===== src/rtl/instruction_fetch_pkg.sv =====
// Shared definitions for the RV32I instruction fetch slice: data width, default
// reset PC, fetch FSM encoding and PC arithmetic helper.
package instruction_fetch_pkg;

  localparam int XLEN = 32;
  localparam logic [XLEN-1:0] RESET_PC_DEFAULT = 32'h0000_0000;

  typedef enum logic [1:0] {
    IF_BOOT  = 2'd0,
    IF_RUN   = 2'd1,
    IF_FLUSH = 2'd2
  } if_state_e;

  // Sequential PC; wraps modulo 2^32.
  function automatic logic [XLEN-1:0] pc_add4(input logic [XLEN-1:0] pc);
    return pc + 32'd4;
  endfunction

endpackage


===== src/rtl/instruction_fetch_fifo.sv =====
// Synchronous fetch buffer: push/pop/flush with a combinational head read from
// storage. Storage resets to RST_VAL so the head is defined straight out of reset.
module instruction_fetch_fifo #(
  parameter int               DEPTH   = 2,
  parameter int               WIDTH   = 64,
  parameter logic [WIDTH-1:0] RST_VAL = '0
) (
  input  logic                       clk,
  input  logic                       rst,
  input  logic                       flush_i,
  input  logic                       push_i,
  input  logic [WIDTH-1:0]           data_i,
  input  logic                       pop_i,
  output logic [WIDTH-1:0]           head_o,
  output logic [$clog2(DEPTH):0]     count_o,
  output logic                       full_o,
  output logic                       empty_o
);

  localparam int AW = $clog2(DEPTH);
  localparam int CW = AW + 1;

  logic [WIDTH-1:0] mem_q [DEPTH];
  logic [AW-1:0]    wr_ptr_q, wr_ptr_d;
  logic [AW-1:0]    rd_ptr_q, rd_ptr_d;
  logic [CW-1:0]    count_q, count_d;
  logic             do_push, do_pop;

  assign empty_o = (count_q == '0);
  assign full_o  = (count_q == CW'(DEPTH));
  assign count_o = count_q;
  assign head_o  = mem_q[rd_ptr_q];

  // A pop frees the head slot, so a push is still accepted when full.
  assign do_pop  = pop_i && !empty_o && !flush_i;
  assign do_push = push_i && (!full_o || do_pop) && !flush_i;

  // Pointer and occupancy next-state; flush empties the buffer.
  always_comb begin
    wr_ptr_d = wr_ptr_q;
    rd_ptr_d = rd_ptr_q;
    count_d  = count_q;
    if (flush_i) begin
      rd_ptr_d = wr_ptr_q;
      count_d  = '0;
    end else begin
      if (do_push) wr_ptr_d = wr_ptr_q + AW'(1);
      else         wr_ptr_d = wr_ptr_q;
      if (do_pop)  rd_ptr_d = rd_ptr_q + AW'(1);
      else         rd_ptr_d = rd_ptr_q;
      case ({do_push, do_pop})
        2'b10:   count_d = count_q + CW'(1);
        2'b01:   count_d = count_q - CW'(1);
        default: count_d = count_q;
      endcase
    end
  end

  // Pointer and occupancy registers.
  always_ff @(posedge clk) begin
    if (rst) begin
      wr_ptr_q <= '0;
      rd_ptr_q <= '0;
      count_q  <= '0;
    end else begin
      wr_ptr_q <= wr_ptr_d;
      rd_ptr_q <= rd_ptr_d;
      count_q  <= count_d;
    end
  end

  // Entry storage.
  always_ff @(posedge clk) begin
    if (rst) begin
      for (int i = 0; i < DEPTH; i++) mem_q[i] <= RST_VAL;
    end else if (do_push) begin
      mem_q[wr_ptr_q] <= data_i;
    end
  end

endmodule


===== src/rtl/instruction_fetch.sv =====
// RV32I fetch stage: owns the PC, issues credit-limited word fetches, buffers responses
// and hands {inst, pc} to decode. Optional perf counters under IF_PERF_CNT_EN.
module instruction_fetch
  import instruction_fetch_pkg::*;
#(
  parameter logic [XLEN-1:0] RESET_PC   = RESET_PC_DEFAULT,
  parameter int              FIFO_DEPTH = 2
) (
  input  logic            clk,
  input  logic            rst,
  input  logic            redirect_valid,
  input  logic [XLEN-1:0] redirect_pc,
  output logic            imem_req,
  output logic [XLEN-1:0] imem_addr,
  input  logic            imem_gnt,
  input  logic            imem_rvalid,
  input  logic [XLEN-1:0] imem_rdata,
  output logic            id_valid,
  input  logic            id_ready,
  output logic [XLEN-1:0] id_inst,
  output logic [XLEN-1:0] id_pc,
  output logic [XLEN-1:0] id_pc_plus4
`ifdef IF_PERF_CNT_EN
  ,
  output logic [31:0]     perf_fetched,
  output logic [31:0]     perf_stall
`endif
);

  localparam int CW = $clog2(FIFO_DEPTH) + 1;

  if_state_e         state_q, state_d;
  logic [XLEN-1:0]   pc_q, pc_d;
  logic [XLEN-1:0]   resp_pc_q, resp_pc_d;
  logic [CW-1:0]     inflight_q, inflight_d;
  logic [CW-1:0]     discard_q, discard_d;
  logic [CW-1:0]     inflight_net, discard_net;
  logic [CW:0]       credit_used;
  logic [CW-1:0]     fifo_count;
  logic              fifo_full, fifo_empty, fifo_push, fifo_pop;
  logic [2*XLEN-1:0] fifo_head;
  logic              fire;

  assign fire         = imem_req && imem_gnt;
  assign imem_addr    = pc_q;
  // Outstanding responses still owed after this cycle's response, if any.
  assign inflight_net = imem_rvalid ? (inflight_q - CW'(1)) : inflight_q;
  assign discard_net  = (imem_rvalid && (discard_q != '0)) ? (discard_q - CW'(1)) : discard_q;
  assign credit_used  = {1'b0, fifo_count} + {1'b0, inflight_q};

  assign fifo_pop    = id_valid && id_ready;
  assign fifo_push   = (state_q == IF_RUN) && imem_rvalid && !redirect_valid
                       && (!fifo_full || fifo_pop);
  assign id_valid    = !fifo_empty;
  assign id_inst     = fifo_head[2*XLEN-1:XLEN];
  assign id_pc       = fifo_head[XLEN-1:0];
  assign id_pc_plus4 = pc_add4(id_pc);

  // FSM state register.
  always_ff @(posedge clk) begin
    if (rst) state_q <= IF_BOOT;
    else     state_q <= state_d;
  end

  // FSM next state.
  always_comb begin
    state_d = state_q;
    case (state_q)
      IF_BOOT: state_d = IF_RUN;
      IF_RUN: begin
        if (redirect_valid && (inflight_net != '0)) state_d = IF_FLUSH;
        else                                        state_d = IF_RUN;
      end
      IF_FLUSH: begin
        if (discard_net == '0) state_d = IF_RUN;
        else                   state_d = IF_FLUSH;
      end
      default: state_d = IF_BOOT;
    endcase
  end

  // FSM output: fetch only while running, unredirected and within buffer credit.
  always_comb begin
    if ((state_q == IF_RUN) && !redirect_valid && (credit_used < (CW+1)'(FIFO_DEPTH)))
      imem_req = 1'b1;
    else
      imem_req = 1'b0;
  end

  // PC, response PC and outstanding-request bookkeeping.
  always_comb begin
    pc_d       = pc_q;
    resp_pc_d  = resp_pc_q;
    inflight_d = inflight_q;
    discard_d  = discard_q;
    if (redirect_valid) begin
      pc_d      = redirect_pc;
      resp_pc_d = redirect_pc;
    end else begin
      if (fire)      pc_d      = pc_add4(pc_q);
      else           pc_d      = pc_q;
      if (fifo_push) resp_pc_d = pc_add4(resp_pc_q);
      else           resp_pc_d = resp_pc_q;
    end
    if (fire && !imem_rvalid)      inflight_d = inflight_q + CW'(1);
    else if (!fire && imem_rvalid) inflight_d = inflight_q - CW'(1);
    else                           inflight_d = inflight_q;
    if ((state_q == IF_RUN) && redirect_valid) discard_d = inflight_net;
    else if (state_q == IF_FLUSH)              discard_d = discard_net;
    else                                       discard_d = discard_q;
  end

  // Datapath registers.
  always_ff @(posedge clk) begin
    if (rst) begin
      pc_q       <= RESET_PC;
      resp_pc_q  <= RESET_PC;
      inflight_q <= '0;
      discard_q  <= '0;
    end else begin
      pc_q       <= pc_d;
      resp_pc_q  <= resp_pc_d;
      inflight_q <= inflight_d;
      discard_q  <= discard_d;
    end
  end

  instruction_fetch_fifo #(
    .DEPTH   (FIFO_DEPTH),
    .WIDTH   (2*XLEN),
    .RST_VAL ({32'h0000_0000, RESET_PC})
  ) u_fifo (
    .clk     (clk),
    .rst     (rst),
    .flush_i (redirect_valid),
    .push_i  (fifo_push),
    .data_i  ({imem_rdata, resp_pc_q}),
    .pop_i   (fifo_pop),
    .head_o  (fifo_head),
    .count_o (fifo_count),
    .full_o  (fifo_full),
    .empty_o (fifo_empty)
  );

`ifdef IF_PERF_CNT_EN
  logic [31:0] perf_fetched_q, perf_stall_q;

  assign perf_fetched = perf_fetched_q;
  assign perf_stall   = perf_stall_q;

  // Handshake and decode-starvation counters.
  always_ff @(posedge clk) begin
    if (rst) begin
      perf_fetched_q <= 32'd0;
      perf_stall_q   <= 32'd0;
    end else begin
      if (fifo_pop) perf_fetched_q <= perf_fetched_q + 32'd1;
      if (id_ready && !id_valid && (state_q != IF_BOOT)) perf_stall_q <= perf_stall_q + 32'd1;
    end
  end
`endif

endmodule


===== config.mk =====
export PLATFORM = sky130hd
export DESIGN_NAME = instruction_fetch
export DESIGN_NICKNAME = d
export VERILOG_FILES = /design/src/rtl/instruction_fetch_pkg.sv /design/src/rtl/instruction_fetch_fifo.sv /design/src/rtl/instruction_fetch.sv
export SDC_FILE = /design/constraint.sdc
export NUM_CORES = 1
export LEC_CHECK = 0
export ABC_AREA = 0
export BUFFER_PORTS_ARGS = -buffer_cell sky130_fd_sc_hd__buf_4
export CAP_MARGIN = 20
export CORE_MARGIN = 2
export CORE_UTILIZATION = 51
export DETAILED_ROUTE_END_ITERATION = 16
export PLACE_DENSITY = 0.77
export SYNTH_ARGS = -nofsm -noshare
export SYNTH_HDL_FRONTEND = slang
export SYNTH_SLANG_ARGS = --single-unit

===== constraint.sdc =====
create_clock -name clk -period 4.8 [get_ports clk]
set_input_delay 0.72 -clock clk [delete_from_list [all_inputs] [get_ports clk]]
set_output_delay 0.72 -clock clk [all_outputs]
set_load 0.03 [all_outputs]

==> Word level (Yosys, flattened, before mapping) <==
Memories as Yosys holds them, arrays and structs flattened. A register that Yosys moved wholly into a read port is not among the register bits.
Cells that the tools add are included.
{ "totals": {"regBits": 74, "memories": 1, "ram_bits": 128} }
{ "memory_table": {"columns": ["memory", "depth", "width", "read_ports", "rd_ports_with_merged_regs", "write_ports", "line_no", "source"], "rows": [
  ["u_fifo.mem_q", 2, 64, 1, 1, 2, "instruction_fetch_fifo.sv:23", "logic [WIDTH-1:0] mem_q [DEPTH];"]
]} }
{ "classes": {"mux": 27, "n_bitwise": 1, "n_addsub": 11, "n_eq_ne": 5, "reduce_logical": 37, "n_lt_le_gt_ge": 1} }
{ "op_table": {"columns": ["op", "n"], "rows": [
  ["32-bit two-way mux", 4],
  ["32-bit by 3-bit adder with 32-bit output (second input constant)", 3],
  ["64-bit two-way mux", 1],
  ["64-bit OR reduction", 1],
  ["1-bit logical AND", 16],
  ["2-bit two-way mux", 8],
  ["2-bit nonzero test", 8],
  ["1-bit two-way mux", 12],
  ["2-bit equality test (second input constant)", 3],
  ["2-bit zero test", 3],
  ["2-bit one-hot mux with 3 select lines", 1],
  ["2-bit by 1-bit subtractor with 2-bit output (second input constant)", 3],
  ["1-bit zero test", 5],
  ["2-bit by 1-bit adder with 2-bit output (second input constant)", 2],
  ["2-bit by 1-bit equality test with 1-bit output (second input constant)", 2],
  ["2-bit one-hot mux with 2 select lines", 1],
  ["2-bit by 2-bit adder with 3-bit output", 1],
  ["3-bit by 2-bit less-than comparator with 1-bit output (second input constant)", 1],
  ["1-bit adder (second input constant)", 2],
  ["1-bit logical OR", 2],
  ["2-bit AND reduction", 1],
  ["2-bit OR reduction", 1],
  ["1-bit inverter", 1]
]} }

==> Depth between registers and ports, before layout <==
{ "depth": {"ltp_word": 13, "mapped_depth": 14} }

==> Modules after synthesis <==
From an unflattened synthesis, not the netlist that was laid out.
{ "hier_totals": {"cells_unflattened": 1003, "area_unflattened_um2": 10376.2} }
{ "by_module_without_submodules": {"columns": ["module", "n_inst", "area_each_um2", "cells_per_inst"], "rows": [
  ["instruction_fetch_fifo", 1, 5925.7, 443],
  ["instruction_fetch", 1, 4450.5, 560]
]} }

==> Worst setup path after synthesis <==
No wires, ideal clock.
{ "synth_path": {"path_type": "in2reg", "start": "input port id_ready", "end": "memory u_fifo.mem_q[0][0], enable pin", "t_arrival_ns": 4.519, "t_required_ns": 4.301, "path_buffers": 4, "path_stages": 8, "setup_ns": 0.499, "path_slack_ns": -0.218, "cell_sequence": "or3b_1 and4_1 buf_4 inv_2 buf_6 buf_6 buf_6 o21bai_1"} }
{ "synth_rtl": {"columns": ["item", "line_no", "source"], "rows": [
  ["start: declaration", "instruction_fetch.sv:19", "input logic id_ready,"],
  ["end: declaration", "instruction_fetch_fifo.sv:23", null]
]} }

==> flow_summary.ini <==
[grt]
antenna_found_initial = 0
grt_usage_pct = 23.8
grt_pass1_vias = 8077
grt_overflow = 0
grt_pass1_wl_um = 42500
grt_max_degree = 79

[layout]
n_antenna_cell = 0
ff_latch_area_um2 = 5350
multi_input_comb_area_um2 = 4780
nNetsFinal = 1255
num-fill-cells = 1590
final_layout_size_suffix_gt1_share_pct = 26.8
area_growth_pct = 22.0

[timing]
hold_viol = 0
slew_violations = 0
min_period_ps = 3780
rsz0062_at_grt = false
relSlewSlack_pct = 36.6
setup_tns_ps = 0
setup_viol = 0
skew_ps = 7.81
clock.fmax_mhz = 265
min_period_over_period_pct = 78.7
worst_pin_slew_ps = 949

[die]
fp.dieH_um = 148
start_util_pct = 52.1
dieArea_um2 = 21800
row_count = 52
io_pins = 200
core_region_area_um2 = 20200
die_x_um = 148

[power_and_ir_drop]
finalPower_uw = 4290
cellPowerDensity_nw_per_um2 = 333
combinationalPowerShare_pct = 15.2
clock_power_share_pct = 37.4
cell_internal_pwr_uw = 3140
seqPwrFrac_pct = 47.3
ir_worst_vdd_mv = 0.204
p_sw_share_pct = 26.9
p_sw_uw = 1150
leakagePower_uw = 0.00521

[critical_path]
critical-path-top-delay-family = flip-flops
path_cells = mux2i_1, inv_1, ha_1, inv_1, a211oi_2, nand4_1, nor3_1, xnor2_1, buf_4
cp_slowest_cell = dfxtp_4
crit_buf_inv = 3
crit_top_cell = inv_1
cp-start-kind = flip-flop
path_max_fanout = 53
end_kind = primary output
arrival_ps = 3060
reg2reg_from = state_q[0]$_SDFF_PP0_
crit_type = flip-flop to primary output
cp.required_ps = 4080
slowest_delay_ps = 740

[routing]
wl_per_cell_um = 18.3
viasPerCell = 5.93
wl_um = 26600
first_pass_iters = 5
first_iter_violations = 757
num_vias = 8656
antenna_left = 0
drcViolationCount = 0

[synthesis]
syn_avg_cell_area_um2 = 10.4
synth_top_area_share_pct = 36.4
syn_nets = 1088
yosys_warnings = 0
syn-cell-area_um2 = 10500
synth-seq-area-share_pct = 50.7
async_flop_share_pct = 0
synthCells = 1011
ys_ff_latch = 203
synth_top_cell_by_area = edfxtp_1
synth_most_common_cell = edfxtp_1
ys.flop_type = edfxtp_1
synth_common_cells = 128 x edfxtp_1, 79 x nand2_1, 75 x dfxtp_1
yosys-top-cells-area = edfxtp_1 36%, dfxtp_1 14%, mux2_2 5.8%, and3_1 4.3%, and2_1 3.7%
synth_enable_flop_cells = 128
ys_types = 70

[cts]
cts_tree = built
h-tree-depth = 1
cts_resized = 0
cts_root_buffer = clkbuf_16
cts_hold_buf = 0
numCtsBuffers = 22
cts_sinks = 203
cts_setup_buffers = 0
clockBufferDepth = 3
worstSkewPairLatency_ps = 510
clk_pin_slew_ps = 60

[status]
status = finished, final reports clean

[placed_design]
place_congestion = 0.880
portBuffers = 199
dp_hpwl_um = 17800

[min_path]
hp-start = imem_addr[0]$_SDFFE_PP0P_
hold_path_class = flip-flop to flip-flop

[run]
cap_viol_max_count = 0
power by group through the flow:
stage          Combinational, uW  Clock, uW  Sequential (uW)
4_1_cts                      654       1630             2030
3_5_place_dp                 650          0             2060
5_1_grt                      697       1690             2040
2_1_floorplan                389          0             2070
3_3_place_gp                 644          0             2060
6_report                     653       1610             2030
layout by cell type, fill, tap and decap left out, types with 3 or more instances in the layout:
| cell | instances |
|---|---|
| mux2_2 | 54 |
| xnor2_1 | 26 |
| ha_1 | 6 |
| nand2_1 | 79 |
| nand4b_1 | 7 |
| nor2b_1 | 6 |
| nor3b_1 | 3 |
| and4_1 | 6 |
| nor2_1 | 53 |
| o21ai_0 | 33 |
| edfxtp_1 | 128 |
| a211oi_1 | 9 |
| clkinv_2 | 3 |
| or3_1 | 9 |
| o211ai_1 | 10 |
| nand3_1 | 26 |
| a41oi_1 | 4 |
| nand4_1 | 30 |
| a21o_1 | 5 |
| and3_1 | 72 |
| a21oi_1 | 40 |
| nor4_1 | 15 |
| nand3b_1 | 4 |
| nor3_1 | 16 |
| o311ai_0 | 10 |
| inv_1 | 29 |
| or4_1 | 8 |
| nor4_2 | 3 |
| a222oi_1 | 4 |
| dfxtp_1 | 73 |
| a31oi_1 | 33 |
| buf_4 | 210 |
| clkbuf_1 | 3 |
| mux2i_1 | 14 |
| clkbuf_16 | 22 |
| xor2_1 | 17 |
| and2_1 | 63 |
| clkinv_1 | 5 |
flip-flops by register name (all words and copies together), names as in the netlist, named ones only:
signal           count
u_fifo.rd_ptr_q      1
resp_pc_q           32
u_fifo.mem_q       128
imem_addr           32
u_fifo.count_o       2
discard_q            2
u_fifo.wr_ptr_q      1
state_q              2
inflight_q           2
worst register-to-register path: stages (launching register included):
cell     delay [ps]
dfxtp_1         370
nor2b_1         530
and4_1          730
inv_2           120
nor2_4          560
buf_4           430
and3_1          230
final timing paths:
path | to | cells past startpoint | slack, ps
max | id_pc_plus4[28] | 9 | 1020
min | imem_addr[0]$_SDFFE_PP0P_ | 2 | 460
max reg2reg | u_fifo.mem_q[1][46]$_SDFFCE_PN0P_ | 6 | 1690
min reg2reg | imem_addr[0]$_SDFFE_PP0P_ | 2 | 460
final cells by class:
cell class | count | area share (%)
Clock inverter | 11 | 0.885
Multi-Input combinational cell | 708 | 37.1
Inverter | 31 | 0.904
Tap cell | 270 | 2.62
Sequential cell | 203 | 41.6
Timing Repair Buffer | 212 | 12.6
Clock buffer | 25 | 4.36
kinds of logic (layout without fill, tap and decap cells):
family                   after synthesis  in the layout  synth area share, %
adder cells (fa/ha/maj)                7              7                0.902
buffers and inverters                100            279                 4.35
AO/OA/AOI/OAI                        174            174                 10.9
AND/OR/NAND/NOR                      416            416                 22.5
flip-flops                           203            203                 50.7
XOR/XNOR                              43             43                 3.57
multiplexers                          68             68                 7.09
stage by stage:
step	hold slack (ps)	util, %	setup WS [ps]	instances	instance area, um^2
after floorplan	440	-	499	1011	10600
after global placement	447	60.3	1580	1424	12200
after detailed placement	454	60.3	1510	1424	12200
after CTS	464	63.6	968	1460	12900
after global routing	484	63.6	777	1460	12900
final	462	63.6	1020	1460	12900
metal layers:
layer	track usage, %	wire length (um)	up-vias
met5	0	0	-
met4	5.43	436	0
met3	3.46	1980	39
met2	37.5	12200	359
met1	35.0	12000	4150
li1	-	-	4108
(Power assumes the default switching activity.)
